==> src/rtl/led_seq_pkg.sv <==
// led_seq_pkg: shared encodings for the LED pattern sequencer
// (mode, colour and ping-pong direction constants).
package led_seq_pkg;

   localparam logic [1:0] MODE_ROT_L    = 2'd0;
   localparam logic [1:0] MODE_ROT_R    = 2'd1;
   localparam logic [1:0] MODE_PINGPONG = 2'd2;
   localparam logic [1:0] MODE_FLASH    = 2'd3;

   localparam logic [1:0] COLOR_R = 2'd0;
   localparam logic [1:0] COLOR_G = 2'd1;
   localparam logic [1:0] COLOR_B = 2'd2;
   localparam logic [1:0] COLOR_W = 2'd3;

   localparam logic DIR_LEFT  = 1'b0;
   localparam logic DIR_RIGHT = 1'b1;

endpackage

==> src/rtl/led_pattern_sequencer_if.sv <==
// led_pattern_sequencer_if: control inputs and LED outputs of the sequencer.
// master = board/controller side, slave = sequencer side.
interface led_pattern_sequencer_if #(parameter int NB_LEDS = 4);

   logic               i_enable;
   logic [1:0]         i_mode;
   logic [1:0]         i_speed;
   logic [1:0]         i_color;
   logic [NB_LEDS-1:0] o_led;
   logic [NB_LEDS-1:0] o_led_r;
   logic [NB_LEDS-1:0] o_led_g;
   logic [NB_LEDS-1:0] o_led_b;
   logic               o_tick;

   modport master (output i_enable, i_mode, i_speed, i_color,
                   input  o_led, o_led_r, o_led_g, o_led_b, o_tick);
   modport slave  (input  i_enable, i_mode, i_speed, i_color,
                   output o_led, o_led_r, o_led_g, o_led_b, o_tick);

endinterface

==> src/rtl/led_pattern_sequencer_tick_gen.sv <==
// tick_gen: step-rate counter with a 4-way period select. The '>=' compare
// guarantees a wrap when the period shrinks below the current count.
module tick_gen #(
   parameter int NB_COUNTER = 32,
   parameter     LIMIT_0    = 2**23,
   parameter     LIMIT_1    = 2**24,
   parameter     LIMIT_2    = 2**25,
   parameter     LIMIT_3    = 2**26
) (
   input  logic       clk_i,
   input  logic       rst_ni,
   input  logic       en_i,
   input  logic       clr_i,
   input  logic [1:0] speed_i,
   output logic       wrap_o
);

   localparam logic [NB_COUNTER-1:0] TH_0 = NB_COUNTER'(LIMIT_0 - 1);
   localparam logic [NB_COUNTER-1:0] TH_1 = NB_COUNTER'(LIMIT_1 - 1);
   localparam logic [NB_COUNTER-1:0] TH_2 = NB_COUNTER'(LIMIT_2 - 1);
   localparam logic [NB_COUNTER-1:0] TH_3 = NB_COUNTER'(LIMIT_3 - 1);

   logic [NB_COUNTER-1:0] cnt_q, cnt_d, th;
   logic                  at_lim;

   // Period select, compare and next count; clear overrides enable.
   always_comb begin
      case (speed_i)
         2'd0:    th = TH_0;
         2'd1:    th = TH_1;
         2'd2:    th = TH_2;
         default: th = TH_3;
      endcase
      at_lim = (cnt_q >= th);
      wrap_o = en_i & ~clr_i & at_lim;
      cnt_d  = cnt_q;
      if (clr_i)
         cnt_d = '0;
      else if (en_i)
         cnt_d = at_lim ? '0 : cnt_q + 1'b1;
   end

   // Counter register.
   always_ff @(posedge clk_i or negedge rst_ni) begin
      if (!rst_ni) cnt_q <= '0;
      else         cnt_q <= cnt_d;
   end

endmodule

==> src/rtl/led_pattern_sequencer.sv <==
// led_pattern_sequencer: tick-driven NB_LEDS pattern engine (rotate left/right,
// ping-pong, flash) with an RGB colour-channel mux.
// Optional feature: `define LED_SEQ_PWM_EN dims the colour outputs with a
// free-running PWM counter; o_led is never dimmed.
module led_pattern_sequencer
   import led_seq_pkg::*;
#(
   parameter int NB_LEDS    = 4,
   parameter int NB_COUNTER = 32,
   parameter     LIMIT_0    = 2**23,
   parameter     LIMIT_1    = 2**24,
   parameter     LIMIT_2    = 2**25,
   parameter     LIMIT_3    = 2**26,
   parameter int NB_PWM     = 8,
   parameter int PWM_DUTY   = 64
) (
   input  logic                      clock,
   input  logic                      i_reset,
   led_pattern_sequencer_if.slave    bus
);

   localparam logic [NB_LEDS-1:0] PAT_INIT = NB_LEDS'(1);

   logic [NB_LEDS-1:0] pat_q, pat_d;
   logic               dir_q, dir_d;
   logic [1:0]         mode_q;
   logic               tick_q, tick_d;
   logic               mode_chg, step, dim_on;
   logic               sel_r, sel_g, sel_b;

   // A mode change clears the counter and suppresses the step that cycle.
   assign mode_chg = (bus.i_mode != mode_q);

   tick_gen #(
      .NB_COUNTER (NB_COUNTER),
      .LIMIT_0    (LIMIT_0),
      .LIMIT_1    (LIMIT_1),
      .LIMIT_2    (LIMIT_2),
      .LIMIT_3    (LIMIT_3)
   ) u_tick_gen (
      .clk_i   (clock),
      .rst_ni  (i_reset),
      .en_i    (bus.i_enable),
      .clr_i   (mode_chg),
      .speed_i (bus.i_speed),
      .wrap_o  (step)
   );

   // Pattern next state: reload on mode change, else step on counter wrap.
   always_comb begin
      pat_d  = pat_q;
      dir_d  = dir_q;
      tick_d = 1'b0;
      if (mode_chg) begin
         pat_d = (bus.i_mode == MODE_FLASH) ? '1 : PAT_INIT;
         dir_d = DIR_LEFT;
      end else if (step) begin
         tick_d = 1'b1;
         case (mode_q)
            MODE_ROT_L: pat_d = {pat_q[NB_LEDS-2:0], pat_q[NB_LEDS-1]};
            MODE_ROT_R: pat_d = {pat_q[0], pat_q[NB_LEDS-1:1]};
            MODE_PINGPONG: begin
               if (dir_q == DIR_LEFT && pat_q[NB_LEDS-1]) begin
                  dir_d = DIR_RIGHT;
                  pat_d = pat_q >> 1;
               end else if (dir_q == DIR_RIGHT && pat_q[0]) begin
                  dir_d = DIR_LEFT;
                  pat_d = pat_q << 1;
               end else begin
                  pat_d = (dir_q == DIR_LEFT) ? (pat_q << 1) : (pat_q >> 1);
               end
            end
            default: pat_d = ~pat_q;
         endcase
      end
   end

   // Pattern, direction, registered mode and tick pulse.
   always_ff @(posedge clock or negedge i_reset) begin
      if (!i_reset) begin
         pat_q  <= PAT_INIT;
         dir_q  <= DIR_LEFT;
         mode_q <= MODE_ROT_L;
         tick_q <= 1'b0;
      end else begin
         pat_q  <= pat_d;
         dir_q  <= dir_d;
         mode_q <= bus.i_mode;
         tick_q <= tick_d;
      end
   end

`ifdef LED_SEQ_PWM_EN
   localparam logic [NB_PWM:0] DUTY = (NB_PWM+1)'(PWM_DUTY);
   logic [NB_PWM-1:0] pwm_q;

   // Free-running PWM counter for colour dimming.
   always_ff @(posedge clock or negedge i_reset) begin
      if (!i_reset) pwm_q <= '0;
      else          pwm_q <= pwm_q + 1'b1;
   end

   assign dim_on = ({1'b0, pwm_q} < DUTY);
`else
   logic unused_pwm_cfg;
   assign unused_pwm_cfg = ^{NB_PWM, PWM_DUTY};
   assign dim_on         = 1'b1;
`endif

   assign sel_r = dim_on & ((bus.i_color == COLOR_R) | (bus.i_color == COLOR_W));
   assign sel_g = dim_on & ((bus.i_color == COLOR_G) | (bus.i_color == COLOR_W));
   assign sel_b = dim_on & ((bus.i_color == COLOR_B) | (bus.i_color == COLOR_W));

   assign bus.o_led   = pat_q;
   assign bus.o_led_r = sel_r ? pat_q : '0;
   assign bus.o_led_g = sel_g ? pat_q : '0;
   assign bus.o_led_b = sel_b ? pat_q : '0;
   assign bus.o_tick  = tick_q;

endmodule

==> src/flat_wrapper.sv <==
// flat-port wrapper written by rule: the top's interface ports become plain ports
module led_pattern_sequencer_flat import led_seq_pkg::*;
#(
   parameter int NB_LEDS    = 4,
   parameter int NB_COUNTER = 32,
   parameter     LIMIT_0    = 2**23,
   parameter     LIMIT_1    = 2**24,
   parameter     LIMIT_2    = 2**25,
   parameter     LIMIT_3    = 2**26,
   parameter int NB_PWM     = 8,
   parameter int PWM_DUTY   = 64
)
  (clock, i_reset, bus_i_enable, bus_i_mode, bus_i_speed, bus_i_color, bus_o_led, bus_o_led_r, bus_o_led_g, bus_o_led_b, bus_o_tick);
  led_pattern_sequencer_if #(.NB_LEDS(NB_LEDS)) bus_i ();
  input  logic clock;
  input  logic i_reset;
  input wire logic [$bits(bus_i.i_enable)-1:0] bus_i_enable;
  input wire logic [$bits(bus_i.i_mode)-1:0] bus_i_mode;
  input wire logic [$bits(bus_i.i_speed)-1:0] bus_i_speed;
  input wire logic [$bits(bus_i.i_color)-1:0] bus_i_color;
  output wire logic [$bits(bus_i.o_led)-1:0] bus_o_led;
  output wire logic [$bits(bus_i.o_led_r)-1:0] bus_o_led_r;
  output wire logic [$bits(bus_i.o_led_g)-1:0] bus_o_led_g;
  output wire logic [$bits(bus_i.o_led_b)-1:0] bus_o_led_b;
  output wire logic [$bits(bus_i.o_tick)-1:0] bus_o_tick;
  assign bus_i.i_enable = bus_i_enable;
  assign bus_i.i_mode = bus_i_mode;
  assign bus_i.i_speed = bus_i_speed;
  assign bus_i.i_color = bus_i_color;
  assign bus_o_led = bus_i.o_led;
  assign bus_o_led_r = bus_i.o_led_r;
  assign bus_o_led_g = bus_i.o_led_g;
  assign bus_o_led_b = bus_i.o_led_b;
  assign bus_o_tick = bus_i.o_tick;
  led_pattern_sequencer #(.NB_LEDS(NB_LEDS), .NB_COUNTER(NB_COUNTER), .LIMIT_0(LIMIT_0), .LIMIT_1(LIMIT_1), .LIMIT_2(LIMIT_2), .LIMIT_3(LIMIT_3), .NB_PWM(NB_PWM), .PWM_DUTY(PWM_DUTY)) u_core (.clock(clock), .i_reset(i_reset), .bus(bus_i));
endmodule
==> config.mk <==
export PLATFORM = sky130hd
export DESIGN_NAME = led_pattern_sequencer_flat
export DESIGN_NICKNAME = d
export VERILOG_FILES = /design/src/rtl/led_seq_pkg.sv /design/src/rtl/led_pattern_sequencer_if.sv /design/src/rtl/led_pattern_sequencer_tick_gen.sv /design/src/rtl/led_pattern_sequencer.sv /design/src/flat_wrapper.sv
export SDC_FILE = /design/constraint.sdc
export NUM_CORES = 1
export LEC_CHECK = 0
export CAP_MARGIN = 15
export CELL_PAD_IN_SITES_DETAIL_PLACEMENT = 2
export CELL_PAD_IN_SITES_GLOBAL_PLACEMENT = 2
export CORE_ASPECT_RATIO = 1.4
export CORE_UTILIZATION = 34
export DETAILED_ROUTE_END_ITERATION = 8
export PLACE_DENSITY = 0.86
export SKIP_LAST_GASP = 1
export SYNTH_ARGS = -nofsm -noshare
export SYNTH_HDL_FRONTEND = slang
export SYNTH_SLANG_ARGS = --single-unit
==> constraint.sdc <==
create_clock -name clock -period 2.8 [get_ports clock]
set_input_delay 0.56 -clock clock [delete_from_list [all_inputs] [get_ports clock]]
set_output_delay 0.56 -clock clock [all_outputs]
set_load 0.005 [all_outputs]
* After elaboration in Yosys (flattened, before gate mapping)
Index checks and enable logic that the tools add are counted.
Word-level totals: flip-flop bits (word level) 40, input port bits 9, output and inout port bits 17, logic and storage cells 55
Operators by class: $add $sub $neg 1, $lt $le $gt $ge 1, eq/ne operators 9, mux-type cells 21, bitwise gates (word level) 8, reductions and logical operators 10
Operators by type and width (count):
- two-way mux 32 bit | 3
- case mux 26 bit (3 select lines) | 1
- two-way mux 4 bit | 9
- adder 32 x 1 -> 32 bit, second input constant | 1
- greater-or-equal comparator 32 x 26 -> 1 bit | 1
- case mux 4 bit (3 select lines) | 1
- == test 2 bit, second input constant | 5
- two-way mux 1 bit | 7
- == test 2 x 1 -> 1 bit, second input constant | 3
- zero test 2 bit | 3
- nonzero test 2 bit | 3
- inverter 4 bit | 1
- OR 1 bit | 3
- AND reduction 3 bit | 1
- nonzero test 3 bit | 1
- bitwise AND 1 bit | 2
- logical AND 1 bit | 2
- inequality test 2 bit | 1
- inverter 1 bit | 2

* Logic depth before layout (Yosys ltp)
Gate-level depths: netlist of the first run.
word-level depth 6, depth in mapped cells 9, mapped depth without buffers 7

* By module
A second synthesis of the first run with hierarchy kept.
Second synthesis, totals: cell total of the unflattened synthesis 305, area total of the unflattened synthesis 2676.3 um2
Modules (own cells, without submodules):
- tick_gen | instances 1, cells each 214, area each 1950.6 um2, seq. area each 800.8 um2
- led_pattern_sequencer | instances 1, cells each 91, area each 725.7 um2, seq. area each 201.4 um2

* Worst setup path before layout of the first run
Ideal clock, no wire load.
path kind in2reg, from in bus_i_speed[0], to reg u_core.u_tick_gen.cnt_q[13], library setup time 0.064 ns, data arrival time 2.143 ns, data required time 2.736 ns, setup slack 0.593 ns, stages on the path 9, buffers on the path 2, cell sequence nand2_1 > ha_1 > and4_1 > and4_1 > a211o_1 > buf_2 > buf_4 > nor4_1 > a21o_1
Between the ends: cells in the longest elaborated chain, start to end 6, elaborated cells on any way between the ends 8, classes of those cells order compare: 1; eq/ne: 2; mux: 4; reduce/logical: 1
RTL lines:
- start: declaration | RTL line flat_wrapper.sv:19 | input wire logic [$bits(bus_i.i_speed)-1:0] bus_i_speed;
- == test 2 bit (tied with other cells) | RTL line led_pattern_sequencer_tick_gen.sv:28 | case (speed_i)
- case mux 26 bit (3 select lines) * | RTL line led_pattern_sequencer_tick_gen.sv:28
- greater-or-equal comparator 32 x 26 -> 1 bit * | RTL line led_pattern_sequencer_tick_gen.sv:34 | at_lim = (cnt_q >= th);
- two-way mux 32 bit * | RTL line led_pattern_sequencer_tick_gen.sv:40 | cnt_d = at_lim ? '0 : cnt_q + 1'b1;
- two-way mux 32 bit * | RTL line led_pattern_sequencer_tick_gen.sv:39 | else if (en_i)
- two-way mux 32 bit * | RTL line led_pattern_sequencer_tick_gen.sv:37 | if (clr_i)
- end signal: assignment | RTL line led_pattern_sequencer_tick_gen.sv:46 | else cnt_q <= cnt_d;
- end: declaration | RTL line led_pattern_sequencer_tick_gen.sv:23 | logic [NB_COUNTER-1:0] cnt_q, cnt_d, th;
Every way passes the cells marked *; elsewhere a longest branch is shown, timed or not. The select of a mux whose other input is x is not followed. A chain may end at the register's enable or synchronous reset.

* Worst setup path in the final report of the first run
from in bus_i_color[0], to out bus_o_led_r[2]
Between the ends: cells in the longest elaborated chain, start to end 3, elaborated cells on any way between the ends 4, classes of those cells eq/ne: 1; mux: 1; bitwise: 1; reduce/logical: 1
RTL lines:
- start: declaration | RTL line flat_wrapper.sv:20 | input wire logic [$bits(bus_i.i_color)-1:0] bus_i_color;
- == test 2 bit or zero test 2 bit (tied branches) | RTL line led_pattern_sequencer.sv:110 | assign sel_r = dim_on & ((bus.i_color == COLOR_R) | (bus.i_color == COLOR_W));
- OR 1 bit * | RTL line led_pattern_sequencer.sv:110
- two-way mux 4 bit * | RTL line led_pattern_sequencer.sv:115 | assign bus.o_led_r = sel_r ? pat_q : '0;
- end: declaration | RTL line flat_wrapper.sv:22 | output wire logic [$bits(bus_i.o_led_r)-1:0] bus_o_led_r;
Every way passes the cells marked *; elsewhere a longest branch is shown, timed or not.

==> results.ini, run 1 <==
[timing]
fin_crit_sh=0.9577
finalCriticalPeriod_ns=2.682
worstMarginPinSlew_ns=0.9265
slew_headroom=0.3824
setup_viol=0
hold_viol=0
drv_slew=0
skew_ns=0.008174
fmax_mhz=372.9
timing.setup.tns_ns=0
rsz0062_at_grt=no
worst_slack_ns=0.1183

[yosys]
synth_flop_cell=dfrtp_1
syn-num-nets=296
synth_top_family_by_area=simple AND/OR/NAND/NOR gates
syn-cell-area_um2=2387
synthTopCellsByArea=dfrtp_1 (41%), o21ai_0 (5.2%), a21oi_1 (5.0%)
synth-edff-count=0
ys_async_sr_fraction=1.000
synth_compound_area_frac=0.1976
netlist.area_leader.share=0.4088
synth_seq_area_share=0.4198
synth.avg_cell_area_um2=8.496
netlist_instances=281
synthMuxAreaShare=0.008386
yosys.area_share.xor_xnor=0.007338
synth-seq-cells=40
yosys_warnings=0
synth_adder_area_share=0.03145
synth.distinct_cells=41
yosys.area_share.simple=0.2835
synth_top_area_cell=dfrtp_1

[routing]
post_drt_wl_per_cell_um=17.61
via_per_inst=5.658
vias=2263
drc=0
drtIter0Drc=83
postRouteAntennaNets=0
drt_pass1_iterations=4
routed_wl_mm=7.045

[die]
die_h_um=101.1
design.die.area_um2=7365
core_um2=6700
io_pins=26
num_rows=35
die_w_um=72.82
initial_utilization=0.3563

[status]
outcome=finished, final reports clean

[worst_setup_path]
worstPathMaxFanout=4
endpoint=bus_o_led_r[2]
crit_path_start=bus_i_color[0]
crit_arrival_ns=2.12
ff2ff_setup_slack_ns=0.41
crit_type=input port to output pin
end_kind=output pin
rr_startpoint=u_core.u_tick_gen.cnt_q[0]$_DFFE_PN0P_
ff2ff_path_depth=7
regToRegEndpoint=u_core.u_tick_gen.cnt_q[9]$_DFFE_PN0P_
cp-start-kind=input port
worstPathRequired_ns=2.24

[clock_network]
cts_htree_levels=2
cts_tree=built
ctsRootBufferMaster=clkbuf_8
cts-buffers-inserted=5
clk_pin_slew_ns=0.08
clock_latency_ns=0.30
clk_path_buf_depth=2
post_cts_buffers=0
clkSinkCount=40
cts_hold_buf=0

[power]
p_leak_nw=1.223
seq_power_share=0.492
p_clk_frac=0.326
power_switching_mw=0.3456
ir_worst_vdd_v=0.0001836
power.density_nw_per_um2=438.4
swShare=0.2759
internal-power_mw=0.9071
combPwrFrac=0.182

[global_route]
grt-ovfl-total=0
grt_pass1_wl_mm=12.14
grt_pass1_vias=2489
grt.total_usage=0.2136
grt_max_degree=41
grt_antenna_before_repair=0

[place]
pre_cts_ws_ns=-0.03715
hpwl_mm=5.065
portBuffers=25
place.gp.congestion=0.7312

[final_layout]
area_growth_syn_to_layout_pct=19.71
antenna_cells=0
postLayoutCoreUtil=0.4265
fin_nets=322
drive_gt1_frac=0.07468

[worst_hold_path]
hold_class=input port to async pin

[run]
max_cap_violations=0

## cell usage in the layout, fill, tap and decap left out, drive strengths merged, types with 3 or more instances in the layout
cell / count
ha: 6
nor4: 6
a21o: 10
or2: 3
a22o: 4
dfrtp: 39
nand4: 5
buf: 9
nand3: 19
inv: 17
nor3b: 5
nand2: 15
clkbuf: 8
or3: 12
a21oi: 24
nor2: 16
and3: 5
and2: 12
nand2b: 3
nor3: 13
and4: 3
o21ai: 26
clkdlybuf4s50: 24
a31oi: 3
## critical path: stages
cell	delay (ns)
clkdlybuf4s50_1	0.51
inv_1	0.10
ha_1	0.32
and2_1	0.13
clkdlybuf4s50_1	0.50
## final cells by class
| cell class | count | area, um2 |
|---|---|---|
| Sequential cell | 40 | 1002 |
| Clock buffer | 8 | 90.09 |
| Timing Repair Buffer | 33 | 317.8 |
| Multi-Input combinational cell | 210 | 1269 |
| Inverter | 17 | 63.81 |
| Fill cell | 774 | 3842 |
| Tap cell | 92 | 115.1 |
## power groups by stage
| stage | sequential (mW) | combinational, mW | clock (mW) |
|---|---|---|---|
| finish | 0.616 | 0.228 | 0.409 |
| global route | 0.620 | 0.253 | 0.440 |
| CTS | 0.618 | 0.232 | 0.426 |
| detailed placement | 0.629 | 0.232 | 0 |
| global placement | 0.629 | 0.222 | 0 |
| floorplan | 0.613 | 0.119 | 0 |
## layer usage
| metal | track usage | share of wire | vias to the layer above | wire, um |
|---|---|---|---|---|
| met5 | 0 | 0 | - | 0 |
| met4 | 0.09351 | 0.025 | 0 | 175 |
| met3 | 0.02886 | 0.019 | 13 | 134 |
| met2 | 0.4119 | 0.55 | 31 | 3862 |
| met1 | 0.2261 | 0.41 | 1152 | 2873 |
| li1 | - | - | 1067 | - |
## registers in the layout, indices dropped and copies added, names as in the netlist
| signal | cells |
|---|---|
| u_core.u_tick_gen.cnt_q | 32 |
| u_core.bus.o_led | 4 |
| u_core.mode_q | 2 |
| u_core.bus.o_tick | 1 |
| u_core.dir_q | 1 |
## how the worst min path moves through the flow
stage | start | end | slack [ns]
final | i_reset | u_core.bus.o_led[2]$_DFFE_PN0P_ | 0.40
after global routing | i_reset | u_core.u_tick_gen.cnt_q[8]$_DFFE_PN0P_ | 0.46
after CTS | i_reset | u_core.u_tick_gen.cnt_q[8]$_DFFE_PN0P_ | 0.44
after detailed placement | u_core.u_tick_gen.cnt_q[28]$_DFFE_PN0P_ | u_core.u_tick_gen.cnt_q[28]$_DFFE_PN0P_ | 0.48
after global placement | u_core.u_tick_gen.cnt_q[10]$_DFFE_PN0P_ | u_core.u_tick_gen.cnt_q[10]$_DFFE_PN0P_ | 0.47
after floorplan | i_reset | u_core.bus.o_led[1]$_DFFE_PN0P_ | 0.26
## logic make-up (layout without fill, tap and decap cells)
| family | after synthesis | after routing |
|---|---|---|
| simple gates | 122 | 122 |
| compound gates | 78 | 78 |
| flops | 40 | 40 |
| buf+inv | 31 | 58 |
| fa+ha+maj | 6 | 6 |
| xor+xnor | 2 | 2 |
| mux | 2 | 2 |
## through the flow
step	total power, mW	area [um2]	hold WS (ns)	std cells
floorplan	0.7318	2387	0.2644	281
global placement	0.8504	2765	0.4683	392
detailed placement	0.8607	2765	0.4764	392
CTS	1.276	2855	0.4430	400
global route	1.314	2858	0.4640	400
finish	1.253	2858	0.3952	400
## synthesized netlist by cell type, types with 2 or more instances
master    instances
nand2_1          15
o32a_1            2
nand4_1           5
and4_1            3
a21o_1           10
nor3_1           13
nor3b_1           5
or2_2             3
xnor2_1           2
nor2b_1           2
a21oi_1          24
and2_1           12
nand2b_1          3
and3_1            5
a31oi_1           3
o31ai_1           2
ha_1              6
nor4_1            6
or3_1            12
mux2i_1           2
nand3_1          18
dfrtp_1          39
nor2_1           16
o21ai_0          25
buf_2             3
clkbuf_1         10
inv_1            17
a211oi_1          2
a22o_1            4
## timing repair
item                                   in CTS  in global routing
resized for setup                           0                  1
setup endpoints to repair                   0                  3
endpoints found under the hold margin       0                  0
Note: power is estimated with default switching activity, not from simulation.
==> run 2, diff against run 1 <==
PLACE_DENSITY = unset   (was 0.86)
PLACE_DENSITY_LB_ADDON = 0.25   (was unset)
==> run 2 against run 1 <==
Worst hold slack got worse by 0.0041 ns. Final area increased by 2.2%. Register-to-register slack improved by 0.18 ns. Clock-buffer cell count decreased by 1. Maximum frequency increased by 0.25%. Wire length increased by 1.2%. Clock power increased by 27%. Clock skew decreased by 0.0039 ns. Critical path depth unchanged. First-iteration DRC count decreased by 18%.
==> results.ini, run 2 (synthesis gave the netlist of run 1 again) <==
[routing]
drt_pass1_iterations=4  ; unchanged
drtIter0Drc=68  ; -18%
drc=0  ; unchanged
vias=2250  ; -0.57%
post_drt_wl_per_cell_um=17.74  ; +0.72%
routed_wl_mm=7.131  ; +1.2%
via_per_inst=5.597  ; -1.1%
postRouteAntennaNets=0  ; unchanged

[clock_network]
cts_htree_levels=2  ; unchanged
ctsRootBufferMaster=clkbuf_8
cts_tree=built
cts_hold_buf=0  ; unchanged
clk_path_buf_depth=2  ; unchanged
clk_pin_slew_ns=0.08  ; about the same
clkSinkCount=40  ; unchanged
cts-buffers-inserted=5  ; unchanged
clock_latency_ns=0.29  ; about the same

[worst_setup_path]
crit_arrival_ns=2.11  ; about the same
crit_path_start=bus_i_color[0]
worstPathMaxFanout=4  ; unchanged
slowest_stage=clkdlybuf4s50_1
ff2ff_setup_slack_ns=0.59  ; +0.18 ns
worst-path-buf-inv=3  ; unchanged
rr_startpoint=u_core.u_tick_gen.cnt_q[0]$_DFFE_PN0P_
worstPathRequired_ns=2.24  ; about the same
critPathMostFrequentCell=clkdlybuf4s50_1
endpoint=bus_o_led_r[3]
ff2ff_path_depth=6  ; -1
critPathMaxStageDelay_ns=0.53  ; +0.02 ns
cp-start-kind=input port
regToRegEndpoint=u_core.u_tick_gen.cnt_q[22]$_DFFE_PN0P_
cp_num_cells=5  ; unchanged
crit_type=input port to output pin
cp_cell_sequence=clkdlybuf4s50_1 -> inv_1 -> ha_4 -> and2_1 -> clkdlybuf4s50_1
end_kind=output pin
critical_path.top_delay_family=buffers and inverters

[final_layout]
fillerInstances=770  ; -0.52%
design_area_um2=2922  ; +2.2%
stdcell_count=402  ; +0.50%
final_cell_mix=dfrtp_1 (39), o21ai_0 (25), a21oi_1 (24), clkdlybuf4s50_1 (24), nand3_1 (18)
regMostFlops=u_core.u_tick_gen.cnt_q
final_common_cell=dfrtp_1
largest_register_ff_count=32  ; unchanged
antenna_cells=0  ; unchanged
area_growth_syn_to_layout_pct=22.38
drive_gt1_frac=0.09032  ; +0.01565
fin_nets=324  ; +0.62%

[timing]
finalCriticalPeriod_ns=2.675  ; -0.006729 ns
setup_viol=0  ; unchanged
slew_headroom=0.3818  ; -0.0005290
hold_ws_ns=0.3911  ; -0.004129 ns
skew_ns=0.004295  ; -0.003879 ns
worstMarginPinSlew_ns=0.9273  ; +0.0007930 ns
drv_slew=0  ; unchanged
fmax_mhz=373.8  ; +0.25%
fin_crit_sh=0.9553  ; -0.002403
worst_slack_ns=0.1251  ; +0.006729 ns
rsz0062_at_grt=no
hold_viol=0  ; unchanged

[place]
portBuffers=25  ; unchanged
hpwl_mm=5.238  ; +3.4%
place_area_um2=2780  ; +0.54%
place.gp.congestion=0.7723  ; +5.6%
dp.cells=394  ; +0.51%
pre_cts_ws_ns=-0.03057  ; +0.006572 ns

[power]
ir_worst_vdd_v=0.0002194  ; +20%
power.density_nw_per_um2=470.0  ; +7.2%
p_leak_nw=1.253  ; +2.4%
totalPowerFinal_mw=1.373  ; +9.6%

[global_route]
grt_pass1_vias=2397  ; -3.7%
grt_antenna_before_repair=0  ; unchanged
grt.total_usage=0.2158  ; +0.002294
grt_max_degree=41  ; unchanged
grt-ovfl-total=0  ; unchanged
grt_pass1_wl_mm=12.08  ; -0.52%

[die]
initial_utilization=0.3563  ; unchanged
io_pins=26  ; unchanged
die_h_um=101.1  ; unchanged
die_w_um=72.82  ; unchanged
num_rows=35  ; unchanged
core_um2=6700  ; unchanged
design.die.area_um2=7365  ; unchanged

[status]
outcome=finished, final reports clean

[worst_hold_path]
hold_class=input port to async pin

[run]
max_cap_violations=0  ; unchanged

==> run 2: cell count changes in the layout (fill, tap and decap cells not counted), sizes merged <==
cell    before  now
clkbuf       8    7
buf          9   11
bufinv       0    1
==> run 2: worst min path at each step <==
stage,cells after the start,endpoint,start,slack [ns]
after floorplan,0,u_core.bus.o_led[1]$_DFFE_PN0P_,i_reset,0.26
after global placement,1,u_core.u_tick_gen.cnt_q[28]$_DFFE_PN0P_,u_core.u_tick_gen.cnt_q[28]$_DFFE_PN0P_,0.47
after detailed placement,1,u_core.u_tick_gen.cnt_q[27]$_DFFE_PN0P_,u_core.u_tick_gen.cnt_q[27]$_DFFE_PN0P_,0.48
after CTS,1,u_core.u_tick_gen.cnt_q[30]$_DFFE_PN0P_,i_reset,0.43
after global routing,1,u_core.u_tick_gen.cnt_q[30]$_DFFE_PN0P_,i_reset,0.47
final,1,u_core.u_tick_gen.cnt_q[30]$_DFFE_PN0P_,i_reset,0.39
==> run 2: stage by stage <==
step                utilization   TNS, ns
finish                   0.4360         0
global route             0.4360         0
CTS                      0.4338         0
detailed placement       0.4149  -0.07620
global placement         0.4149         0
floorplan                     -         0
==> run 2: area by class of cell <==
type / instances / area [um2] / share of cell area
Inverter: 17 / 63.81 / 0.02184
Clock inverter: 1 / 30.03 / 0.01028
Clock buffer: 7 / 96.34 / 0.03298
Multi-Input combinational cell: 210 / 1281 / 0.4385
Sequential cell: 40 / 1002 / 0.3430
Tap cell: 92 / 115.1 / 0.03940
Timing Repair Buffer: 35 / 332.8 / 0.1139
==> run 2: repair_timing <==
action,4_1_cts,5_1_grt
hold endpoints to repair,0,0
buffers inserted,0,0
endpoints found under the setup margin,0,6
resized for setup,0,2
==> run 2: per-layer routing <==
layer | part of all wire | track usage | vias up
li1 | - | - | 1067
met1 | 0.40 | 0.2299 | 1151
met2 | 0.57 | 0.4313 | 27
met3 | 0.016 | 0.02488 | 5
met4 | 0.011 | 0.06637 | 0
met5 | 0 | 0 | -
==> run 2: where the power goes <==
| part | switching (mW) | total (mW) | internal (mW) | leakage [nW] |
|---|---|---|---|---|
| Clock | 0.207 | 0.521 | 0.315 | 0.0645 |
| Combinational | 0.115 | 0.234 | 0.119 | 0.644 |
| Sequential | 0.0291 | 0.618 | 0.589 | 0.544 |
| Total | 0.350 | 1.37 | 1.02 | 1.25 |
==> run 2: worst reg2reg max path: cells and delay by family, from the launching register on <==
family	cells	cell delay, ns
and+or+nand+nor	4	1.42
adders and majority gates	1	0.23
DFF	1	0.40
AOI/OAI and AO/OA	1	0.08
==> run 3, diff against run 2 <==
CORE_UTILIZATION = 35   (was 34)
RECOVER_POWER = 100   (was unset)
SYNTH_HIERARCHICAL = 1   (was unset)
==> run 3 against run 2 <==
The run now ends with capacitance limit, slew limit left. Synthesized area is 12% higher. Sequential power is 2% lower. Wire length is 13% higher. Largest cell class unchanged. Sequential share of layout area is 2.4 points lower. Die area is 8.7% higher. Largest power group unchanged. Worst hold slack better by 0.13 ns.
==> results.ini, run 3 <==
[timing]
fin_crit_sh=0.9631  ; +0.007739
drv_slew=41  ; +41
rsz0062_at_grt=no
timing.setup.tns_ns=0  ; unchanged
finalCriticalPeriod_ns=2.697  ; +0.02167 ns
skew_ns=0.006482  ; +0.002187 ns
setup_viol=0  ; unchanged
hold_ws_ns=0.5163  ; +0.1252 ns
fmax_mhz=370.8  ; -0.80%
slew_headroom=-0.5120  ; -0.8938
worstMarginPinSlew_ns=2.268  ; +1.341 ns
worst_slack_ns=0.1034  ; -0.02167 ns
hold_viol=0  ; unchanged

[power]
ir_worst_vdd_v=0.0002391  ; +9.0%
combPwrFrac=0.146  ; -0.024
internal-power_mw=0.8999  ; -12%
p_leak_nw=1.248  ; -0.40%
seq_power_share=0.499  ; +0.049
power.density_nw_per_um2=387.0  ; -18%
power_switching_mw=0.3164  ; -9.7%
p_clk_frac=0.355  ; -0.025
swShare=0.2602  ; +0.005073
totalPowerFinal_mw=1.216  ; -11%

[yosys]
synth-edff-count=0  ; unchanged
syn-num-nets=320  ; +8.1%
synth-seq-cells=40  ; unchanged
synthTopCellsByArea=dfrtp_1 (36%), nand2_1 (4.3%), nand3_1 (4.3%)
synth_seq_area_share=0.3745  ; -0.04534
synth.avg_cell_area_um2=8.775  ; +3.3%
synth.distinct_cells=64  ; +56%
syn-cell-area_um2=2676  ; +12%
ys_async_sr_fraction=1.000  ; unchanged
yosys-top-cells-count=dfrtp_1 (39), nand2_1 (31), nand3_1 (23)
netlist_instances=305  ; +8.5%
yosys_warnings=6  ; +6
synth_flop_cell=dfrtp_1
netlist.area_leader.share=0.3647  ; -0.04415
yosysMostFrequentCell=dfrtp_1
synth_top_area_cell=dfrtp_1

[routing]
postRouteAntennaNets=0  ; unchanged
drt_pass1_iterations=4  ; unchanged
post_drt_wl_per_cell_um=18.72  ; +5.5%
vias=2508  ; +11%
routed_wl_mm=8.068  ; +13%
drtIter0Drc=61  ; -10%
via_per_inst=5.819  ; +4.0%
drc=0  ; unchanged

[worst_setup_path]
cp_cell_sequence=clkdlybuf4s50_1 -> inv_1 -> ha_1 -> and2_0 -> clkdlybuf4s50_1
cp-start-kind=input port
crit_arrival_ns=2.14  ; +0.03 ns
worstPathMaxFanout=5  ; +1
slowest_stage=clkdlybuf4s50_1
critPathMostFrequentCell=clkdlybuf4s50_1
crit_type=input port to output pin
end_kind=output pin
critPathMaxStageDelay_ns=0.53  ; about the same
worstPathRequired_ns=2.24  ; about the same

[global_route]
grt_antenna_before_repair=0  ; unchanged
grt_pass1_wl_mm=13.87  ; +15%
grt_pass1_vias=2768  ; +15%
grt_max_degree=41  ; unchanged
grt-ovfl-total=0  ; unchanged
grt.total_usage=0.2153  ; -0.0005335

[run]
max_cap_violations=1  ; +1

[place]
portBuffers=25  ; unchanged
pre_cts_ws_ns=-0.3691  ; -0.3385 ns
hpwl_mm=5.895  ; +13%
place.gp.congestion=0.7474  ; -3.2%

[status]
violations=capacitance limit, slew limit
outcome=complete, but fails checks

[clock_network]
clkSinkCount=40  ; unchanged
cts-buffers-inserted=5  ; unchanged
clk_path_buf_depth=2  ; unchanged
clock_latency_ns=0.29  ; about the same
cts_htree_levels=2  ; unchanged
clk_pin_slew_ns=0.07  ; about the same
ctsRootBufferMaster=clkbuf_8
cts_tree=built

[final_layout]
multi_input_area_um2=1515  ; +18%
regMostFlops=u_core/u_tick_gen/cnt_q
seqCellArea_um2=1002  ; unchanged
final_cell_mix=dfrtp_1 (39), nand2_1 (31), nand3_1 (23), clkdlybuf4s50_1 (16), nand4_1 (15)
area_growth_syn_to_layout_pct=17.44
drive_gt1_frac=0.1228  ; +0.03243
fillerInstances=821  ; +6.6%
fin_nets=348  ; +7.4%
antenna_cells=0  ; unchanged
final_common_cell=dfrtp_1
largest_register_ff_count=32  ; unchanged

[die]
die_w_um=75.91  ; +4.2%
design.die.area_um2=8005  ; +8.7%
initial_utilization=0.3636  ; +0.007287
core_um2=7361  ; +9.9%
num_rows=37  ; +5.7%
die_h_um=105.5  ; +4.3%
io_pins=26  ; unchanged

[worst_hold_path]
hold_class=register to register

## run 3: changes by cell type after synthesis, sizes merged, moves of 4 or more
cell,previous run,this run
a31oi,3,9
o21ai,26,16
inv,17,8
or3,12,8
a21o,10,0
nand2,15,31
a21oi,24,13
nand3,19,25
buf,4,14
o2111ai,0,5
o41ai,0,4
nand4,5,16
and2,12,16
## run 3: metal layers
layer	global-route usage	vias to the layer above	wire, um
met5	0	-	0
met4	0.05357	0	81
li1	-	1191	-
met3	0.02511	8	136
met1	0.2400	1281	3257
met2	0.4260	28	4592
## run 3: through the flow
stage / util / std cells / cell area (um2)
final: 0.4270 / 431 / 3143
after global routing: 0.4270 / 431 / 3143
after CTS: 0.4307 / 431 / 3171
after detailed placement: 0.4171 / 423 / 3070
after global placement: 0.4171 / 423 / 3070
after floorplan: - / 305 / 2678
## run 3: cells by family after synthesis
| logic type | after synthesis | synth area share |
|---|---|---|
| buf+inv | 31 | 0.05984 |
| simple gates | 158 | 0.3539 |
| flops | 40 | 0.3745 |
| mux | 2 | 0.007480 |
| fa+ha+maj | 6 | 0.02805 |
| compound gates | 68 | 0.1762 |
## run 3: repair_timing
| action | 4_1_cts | 5_1_grt |
|---|---|---|
| gates resized for setup | 1 | 5 |
| buffers inserted | 0 | 0 |
| pin swaps | 0 | 2 |
| setup endpoints to repair | 3 | 9 |
| hold buffers | 0 | 0 |
## run 3: area by class of cell
cell class	instances	share of cell area
clock buffer	8	0.03185
multi-input combinational	234	0.4821
inverter	8	0.009554
timing repair buffer	44	0.1190
tap	97	0.03861
sequential	40	0.3189
## run 3: worst paths after layout
path,slack [ns],cells after the start,to,from
min in group asynchronous,0.94,1,u_core/mode_q[1]$_DFF_PN0_,i_reset
hold reg to reg,0.52,1,u_core/u_tick_gen/cnt_q[30]$_DFFE_PN0P_,u_core/u_tick_gen/cnt_q[30]$_DFFE_PN0P_
hold / removal,0.52,1,u_core/u_tick_gen/cnt_q[30]$_DFFE_PN0P_,u_core/u_tick_gen/cnt_q[30]$_DFFE_PN0P_
setup reg to reg,0.30,8,u_core/u_tick_gen/cnt_q[17]$_DFFE_PN0P_,u_core/u_tick_gen/cnt_q[0]$_DFFE_PN0P_
max in group asynchronous,0.58,1,u_core/u_tick_gen/cnt_q[28]$_DFFE_PN0P_,i_reset
setup / recovery,0.10,5,bus_o_led_r[3],bus_i_color[0]
## run 3: critical path: cells and delay by family
family        cells  cell delay (ns)
simple gates      1             0.13
fa+ha+maj         1             0.33
buf+inv           3             1.11
## run 3: power groups by stage
stage	registers, mW	clock network, mW	logic, mW
2_1_floorplan	0.605	0	0.0937
3_3_place_gp	0.619	0	0.183
3_5_place_dp	0.620	0	0.188
4_1_cts	0.608	0.445	0.189
5_1_grt	0.610	0.462	0.195
6_report	0.607	0.432	0.177
